<file path="src/rtl/dcache_pkg.sv">
// Shared encodings and address helpers for the direct-mapped write-back data cache.
// Default geometry: 16 lines x 4 words, 32-bit byte addresses.
package dcache_pkg;

    typedef enum logic [1:0] {
        ST_IDLE  = 2'd0,
        ST_WBACK = 2'd1,
        ST_FILL  = 2'd2
    } dc_state_e;

    localparam int DC_LINES      = 16;
    localparam int DC_LINE_WORDS = 4;
    localparam int DC_ADDR_W     = 32;

    localparam int OFF_W  = $clog2(DC_LINE_WORDS);
    localparam int IDX_W  = $clog2(DC_LINES);
    localparam int TAG_W  = DC_ADDR_W - IDX_W - OFF_W - 2;
    localparam int LINE_W = 32 * DC_LINE_WORDS;

    // Extracts a w-bit field starting at bit lsb; callers narrow the result.
    function automatic logic [63:0] dc_field(input logic [63:0] a, input int lsb, input int w);
        return (a >> lsb) & ((64'd1 << w) - 64'd1);
    endfunction

    function automatic logic [63:0] dc_line_addr(input logic [63:0] tag, input logic [63:0] idx,
                                                 input int idx_w, input int off_w);
        return (tag << (idx_w + off_w + 2)) | (idx << (off_w + 2));
    endfunction

endpackage

</file>
<file path="src/rtl/dcache_data_array.sv">
// Line storage for the data cache: async read of one line, single-word store
// port and full-line fill port (fill wins if both fire).
module dcache_data_array
    import dcache_pkg::*;
#(
    parameter int LINES = DC_LINES,
    parameter int IW    = IDX_W,
    parameter int OW    = OFF_W,
    parameter int LW    = LINE_W
) (
    input  logic          clk_i,
    input  logic [IW-1:0] idx_i,
    output logic [LW-1:0] rline_o,
    input  logic          word_we_i,
    input  logic [OW-1:0] word_off_i,
    input  logic [31:0]   word_i,
    input  logic          line_we_i,
    input  logic [LW-1:0] line_i
);

    logic [LW-1:0] line_q [LINES];

    assign rline_o = line_q[idx_i];

    always_ff @(posedge clk_i) begin
        if (line_we_i) begin
            line_q[idx_i] <= line_i;
        end else if (word_we_i) begin
            line_q[idx_i][{word_off_i, 5'b0} +: 32] <= word_i;
        end
    end

endmodule

</file>
<file path="src/rtl/dcache_ctrl.sv">
// Direct-mapped write-back/write-allocate data cache controller (IDLE/WBACK/FILL).
// Optional DCACHE_PERF_CNT_EN adds saturating hit/miss counters.
module dcache_ctrl
    import dcache_pkg::*;
#(
    parameter int LINES      = DC_LINES,
    parameter int LINE_WORDS = DC_LINE_WORDS,
    parameter int ADDR_W     = DC_ADDR_W
) (
    input  logic                     clk_i,
    input  logic                     rst_i,
    input  logic                     cpu_req_i,
    input  logic                     cpu_we_i,
    input  logic [ADDR_W-1:0]        cpu_addr_i,
    input  logic [31:0]              cpu_wdata_i,
    output logic [31:0]              cpu_rdata_o,
    output logic                     cpu_stall_o,
    output logic                     mem_req_o,
    output logic                     mem_we_o,
    output logic [ADDR_W-1:0]        mem_addr_o,
    output logic [32*LINE_WORDS-1:0] mem_wdata_o,
    input  logic [32*LINE_WORDS-1:0] mem_rdata_i,
    input  logic                     mem_ack_i
`ifdef DCACHE_PERF_CNT_EN
   ,output logic [31:0]              hit_cnt_o,
    output logic [31:0]              miss_cnt_o
`endif
);

    localparam int OW = $clog2(LINE_WORDS);
    localparam int IW = $clog2(LINES);
    localparam int TW = ADDR_W - IW - OW - 2;
    localparam int LW = 32 * LINE_WORDS;

    logic [OW-1:0] off;
    logic [IW-1:0] idx;
    logic [TW-1:0] tag;

    assign off = OW'(dc_field(64'(cpu_addr_i), 2, OW));
    assign idx = IW'(dc_field(64'(cpu_addr_i), OW + 2, IW));
    assign tag = TW'(dc_field(64'(cpu_addr_i), IW + OW + 2, TW));

    dc_state_e         state_q, state_d;
    logic [LINES-1:0]  valid_q, valid_d;
    logic [LINES-1:0]  dirty_q, dirty_d;
    logic [TW-1:0]     tag_q [LINES];
    logic              mem_req_q, mem_req_d;
    logic              mem_we_q, mem_we_d;
    logic [ADDR_W-1:0] mem_addr_q, mem_addr_d;
    logic [LW-1:0]     mem_wdata_q, mem_wdata_d;
    logic              post_fill_q, post_fill_d;

    logic          hit, miss, ack, word_we, line_we;
    logic [LW-1:0] rline;

    dcache_data_array #(
        .LINES (LINES),
        .IW    (IW),
        .OW    (OW),
        .LW    (LW)
    ) u_data (
        .clk_i      (clk_i),
        .idx_i      (idx),
        .rline_o    (rline),
        .word_we_i  (word_we),
        .word_off_i (off),
        .word_i     (cpu_wdata_i),
        .line_we_i  (line_we),
        .line_i     (mem_rdata_i)
    );

    always_comb begin
        hit  = !rst_i && cpu_req_i && (state_q == ST_IDLE) && valid_q[idx] && (tag_q[idx] == tag);
        miss = !rst_i && cpu_req_i && (state_q == ST_IDLE) && !hit;
        ack  = mem_req_q && mem_ack_i;

        cpu_stall_o = !rst_i && (miss || (state_q != ST_IDLE));
        cpu_rdata_o = (hit && !cpu_we_i) ? rline[{off, 5'b0} +: 32] : 32'd0;

        state_d     = state_q;
        valid_d     = valid_q;
        dirty_d     = dirty_q;
        mem_req_d   = mem_req_q;
        mem_we_d    = mem_we_q;
        mem_addr_d  = mem_addr_q;
        mem_wdata_d = mem_wdata_q;
        post_fill_d = post_fill_q;
        word_we     = 1'b0;
        line_we     = 1'b0;

        case (state_q)
            ST_IDLE: begin
                post_fill_d = 1'b0;
                if (hit) begin
                    word_we = cpu_we_i;
                    if (cpu_we_i) dirty_d[idx] = 1'b1;
                end else if (miss) begin
                    mem_req_d = 1'b1;
                    if (valid_q[idx] && dirty_q[idx]) begin
                        state_d     = ST_WBACK;
                        mem_we_d    = 1'b1;
                        mem_addr_d  = ADDR_W'(dc_line_addr(64'(tag_q[idx]), 64'(idx), IW, OW));
                        mem_wdata_d = rline;
                    end else begin
                        state_d    = ST_FILL;
                        mem_we_d   = 1'b0;
                        mem_addr_d = ADDR_W'(dc_line_addr(64'(tag), 64'(idx), IW, OW));
                    end
                end
            end
            ST_WBACK: begin
                // Drop req for a cycle so the fill is a distinct request.
                if (ack) begin
                    state_d   = ST_FILL;
                    mem_req_d = 1'b0;
                    mem_we_d  = 1'b0;
                end
            end
            ST_FILL: begin
                if (!mem_req_q) begin
                    mem_req_d  = 1'b1;
                    mem_we_d   = 1'b0;
                    mem_addr_d = ADDR_W'(dc_line_addr(64'(tag), 64'(idx), IW, OW));
                end else if (ack) begin
                    line_we      = !rst_i;
                    valid_d[idx] = 1'b1;
                    dirty_d[idx] = 1'b0;
                    state_d      = ST_IDLE;
                    mem_req_d    = 1'b0;
                    post_fill_d  = 1'b1;
                end
            end
            default: state_d = ST_IDLE;
        endcase
    end

    always_ff @(posedge clk_i) begin
        if (rst_i) begin
            state_q     <= ST_IDLE;
            valid_q     <= '0;
            dirty_q     <= '0;
            mem_req_q   <= 1'b0;
            mem_we_q    <= 1'b0;
            mem_addr_q  <= '0;
            mem_wdata_q <= '0;
            post_fill_q <= 1'b0;
        end else begin
            state_q     <= state_d;
            valid_q     <= valid_d;
            dirty_q     <= dirty_d;
            mem_req_q   <= mem_req_d;
            mem_we_q    <= mem_we_d;
            mem_addr_q  <= mem_addr_d;
            mem_wdata_q <= mem_wdata_d;
            post_fill_q <= post_fill_d;
        end
    end

    always_ff @(posedge clk_i) begin
        if (line_we) tag_q[idx] <= tag;
    end

    assign mem_req_o   = mem_req_q;
    assign mem_we_o    = mem_we_q;
    assign mem_addr_o  = mem_addr_q;
    assign mem_wdata_o = mem_wdata_q;

`ifdef DCACHE_PERF_CNT_EN
    logic [31:0] hit_cnt_q, hit_cnt_d, miss_cnt_q, miss_cnt_d;

    // The hit that retires a filled miss belongs to that miss, not to the hit count.
    always_comb begin
        hit_cnt_d  = hit_cnt_q;
        miss_cnt_d = miss_cnt_q;
        if (hit && !post_fill_q && (hit_cnt_q != 32'hFFFF_FFFF)) hit_cnt_d = hit_cnt_q + 32'd1;
        if (miss && (miss_cnt_q != 32'hFFFF_FFFF)) miss_cnt_d = miss_cnt_q + 32'd1;
    end

    always_ff @(posedge clk_i) begin
        if (rst_i) begin
            hit_cnt_q  <= '0;
            miss_cnt_q <= '0;
        end else begin
            hit_cnt_q  <= hit_cnt_d;
            miss_cnt_q <= miss_cnt_d;
        end
    end

    assign hit_cnt_o  = hit_cnt_q;
    assign miss_cnt_o = miss_cnt_q;
`endif

endmodule
</file>
<file path="config.mk">
export PLATFORM = sky130hd
export DESIGN_NAME = dcache_ctrl
export DESIGN_NICKNAME = d
export VERILOG_FILES = /design/src/rtl/dcache_pkg.sv /design/src/rtl/dcache_data_array.sv /design/src/rtl/dcache_ctrl.sv
export SDC_FILE = /design/constraint.sdc
export NUM_CORES = 2
export LEC_CHECK = 0
export CAP_MARGIN = 20
export CORE_ASPECT_RATIO = 0.5
export CORE_MARGIN = 2
export CORE_UTILIZATION = 60
export CTS_CLUSTER_DIAMETER = 50
export DETAILED_ROUTE_END_ITERATION = 7
export GPL_ROUTABILITY_DRIVEN = 0
export PLACE_DENSITY = 0.8
export RECOVER_POWER = 25
export SLEW_MARGIN = 20
export SYNTH_ARGS = -nofsm -noshare
export SYNTH_HDL_FRONTEND = slang
export SYNTH_SLANG_ARGS = --single-unit
</file>
<file path="constraint.sdc">
create_clock -name clk_i -period 11.8 [get_ports clk_i]
set_input_delay 1.18 -clock clk_i [delete_from_list [all_inputs] [get_ports clk_i]]
set_output_delay 1.18 -clock clk_i [all_outputs]
set_load 0.01 [all_outputs]
</file>
==> run summary <==
Post-Syn Area -> 104000 sq um
first-pass GRT wire length -> 423000 um
Final Setup Violations -> 0
slew margin rel. -> -1.47
vias in the first global route -> 56900
status -> finished, violations left
maximum net fanout on the critical path -> 56
Layout Skew -> 86.4 ps
f_max -> 99.8 MHz
drt pass-1 iters -> 6
crit path launch type -> input port
drt via density -> 7.08
register-to-register setup slack -> 5160 ps
fin crit share -> 0.849
Root Buffer -> clkbuf_16
Seq cells post-synth -> 2624
CP delay by family, top -> buffers and inverters
worst slew pin tran -> 3700 ps
crit path kind -> input port to primary output
Layout fillers -> 9683
Die ar. -> 177000 sq um
H-tree lvl count -> 4
cts hold-fix bufs -> 0
worst path bufs/invs -> 4
clock tree sinks -> 2624
Req. time, crit path -> 10620 ps
routed vias -> 57100
crit path cell chain -> buf_8 > clkbuf_1 > nor2_1 > a22oi_1 > a21oi_1 > a211oi_1 > nand4_1 > nor4_1 > o2111ai_4 > buf_4 > nor2b_1 > clkdlybuf4s50_1
# IOs -> 392
Clock Path Buffers -> 4
RSZ-0062 raised after global routing -> no
pwr/cell area -> 160 nW/um^2
CP max-delay cell -> clkbuf_1
DRC violations left -> 0
cell count after synthesis -> 5089
final hold vios -> 0
Die Y -> 298 um
Setup crit end kind -> primary output
post_cts resized -> 0
largest area contributor in the netlist -> edfxtp_1
Max-Cap Viols -> 20
Synth Warn # -> 0
TNS Setup -> 0 ps
largest net degree at the start of global routing -> 152
dpl hpwl -> 164000 um
Layout area overhead -> 13.7%
Clock transition at path regs -> 60 ps
HP Class -> register to register
initial antenna violation count -> 39
Post-synth EDFFs -> 2432
Util after Layout -> 0.690
total CTS buffers -> 218
list of most frequent post-synthesis cells -> 2432 x edfxtp_1, 755 x mux4_2, 267 x nor2_1
port buffer count -> 385
Distinct cells, synth -> 76
CP Data Arrival Time -> 8840 ps
Clock Latency Late Sink -> 900 ps
failing checks -> max-capacitance violations, max-slew violations
count leader, synth -> edfxtp_1
Synth Area per Inst -> 20.4 sq um
leakage -> 0.0385 uW
row count -> 107
ANT nets after route -> 0
CP peak stage delay -> 2630 ps
grt total ovfl -> 0
Most used DFF post-synth -> edfxtp_1
fraction of layout cells with a size suffix above 1 -> 0.236
gr usage total -> 0.345
min Tclk post-route -> 10020 ps
Initial Util -> 0.607
largest cells by area after synthesis -> edfxtp_1 70%, mux4_2 16%, dfxtp_1 3.7%, mux2i_1 2.1%, nor2_1 0.97%
IR drop worst, VDD -> 0.134 mV
Core Footprint -> 171000 sq um
Post-synth ARST share -> 0
Slew Viols, Final -> 675
Die Width -> 592 um
CTS tree -> yes
1st-iter DRT viols -> 9507
NumNets Final -> 5767
Routed WL -> 303000 um
Seq/Total Area, Yosys -> 0.741
post-synth top area share -> 0.704
Post-CTS Setup Bufs -> 0
DR WL/cell -> 37.6 um
## worst paths after layout
kind	startpoint	end	depth (start not counted)
worst max-delay path	cpu_addr_i[6]	cpu_rdata_o[9]	12
worst min-delay path	valid_q[11]	valid_q[11]	2
worst max register to register	state_q[0]	mem_wdata_o[73]	12
worst min register to register	valid_q[11]	valid_q[11]	2
## logic make-up after synthesis
family / after synthesis / synth area share
buffers and inverters: 473 / 0.0203
other: 1 / 0.0000361
and+or+nand+nor: 652 / 0.0295
DFF: 2624 / 0.741
muxes: 982 / 0.186
adders and majority gates: 9 / 0.00109
AOI/OAI and AO/OA: 309 / 0.0191
xor gates and xnor gates: 39 / 0.00329
## worst register-to-register path: cells and delay by family, from the launching register on
kind	cells	cell delay, ps
AND/OR/NAND/NOR	4	1180
buffers and inverters	3	2400
adder cells (fa/ha/maj)	1	740
multiplexers	1	620
flip-flops	1	340
AO/OA/AOI/OAI	3	1200
## area by class of cell
| class | count | area [sq um] | area share |
|---|---|---|---|
| timing repair buffer | 561 | 5140 | 0.0435 |
| multi-input combinational | 1995 | 25400 | 0.215 |
| tap | 2289 | 2860 | 0.0243 |
| antenna | 36 | 90.1 | 0.000763 |
| clock inverter | 116 | 1080 | 0.00914 |
| inverter | 161 | 612 | 0.00518 |
| sequential | 2624 | 76900 | 0.651 |
| clock buffer | 282 | 5940 | 0.0504 |
## layout by cell type, fill, tap and decap left out, drive strengths merged, types with 7 or more instances in the layout
cell	synthesis	final
buf	138	139
a21oi	30	30
a22oi	23	23
ha	9	9
xor2	14	14
mux2	11	11
dlygate4sd3	0	182
nand2	68	68
edfxtp	2432	2432
inv	161	166
nor2b	42	42
mux4	755	755
clkinv	0	86
dfxtp	192	192
clkdlybuf4s50	0	197
bufinv	0	20
nor2	268	268
and3	7	7
nor3	55	55
o22ai	16	16
o21a	10	10
o21ai	149	149
or3	18	18
diode	0	36
clkbuf	174	325
nand3	149	149
xnor2	25	25
nor4	9	9
a211oi	32	32
mux2i	216	216
## stage by stage
stage	hold slack (ps)	instances	setup slack, ps	total power, uW	instance area (sq um)
2_1_floorplan	446	5092	6020	11100	104000
3_3_place_gp	455	7614	3790	11600	111000
3_5_place_dp	470	7616	3740	11700	111000
4_1_cts	477	8014	3750	18800	118000
5_1_grt	493	8042	1760	19200	118000
6_report	479	8064	1780	18900	118000
## registers in the layout, indices dropped and copies added, names as in the netlist, named ones only
| signal | count |
|---|---|
| mem_addr_o | 28 |
| mem_wdata_o | 128 |
| u_data.line_q | 2048 |
| valid_q | 16 |
| tag_q | 384 |
| mem_req_o | 1 |
| mem_we_o | 1 |
| state_q | 2 |
## power breakdown
| part | switching [uW] | internal (uW) |
|---|---|---|
| Sequential | 23.9 | 10200 |
| Combinational | 812 | 493 |
| Clock | 3360 | 3990 |
## metal layers
| metal | GRT usage | routed length (um) | up-vias | part of all wire |
|---|---|---|---|---|
| met5 | 0 | 317 | - | 0.0010 |
| met3 | 0.112 | 41600 | 957 | 0.14 |
| met4 | 0.214 | 21800 | 34 | 0.072 |
| li1 | - | - | 21800 | - |
| met1 | 0.432 | 97000 | 29200 | 0.32 |
| met2 | 0.528 | 142000 | 5044 | 0.47 |
Power figures use the tool's default switching activity.
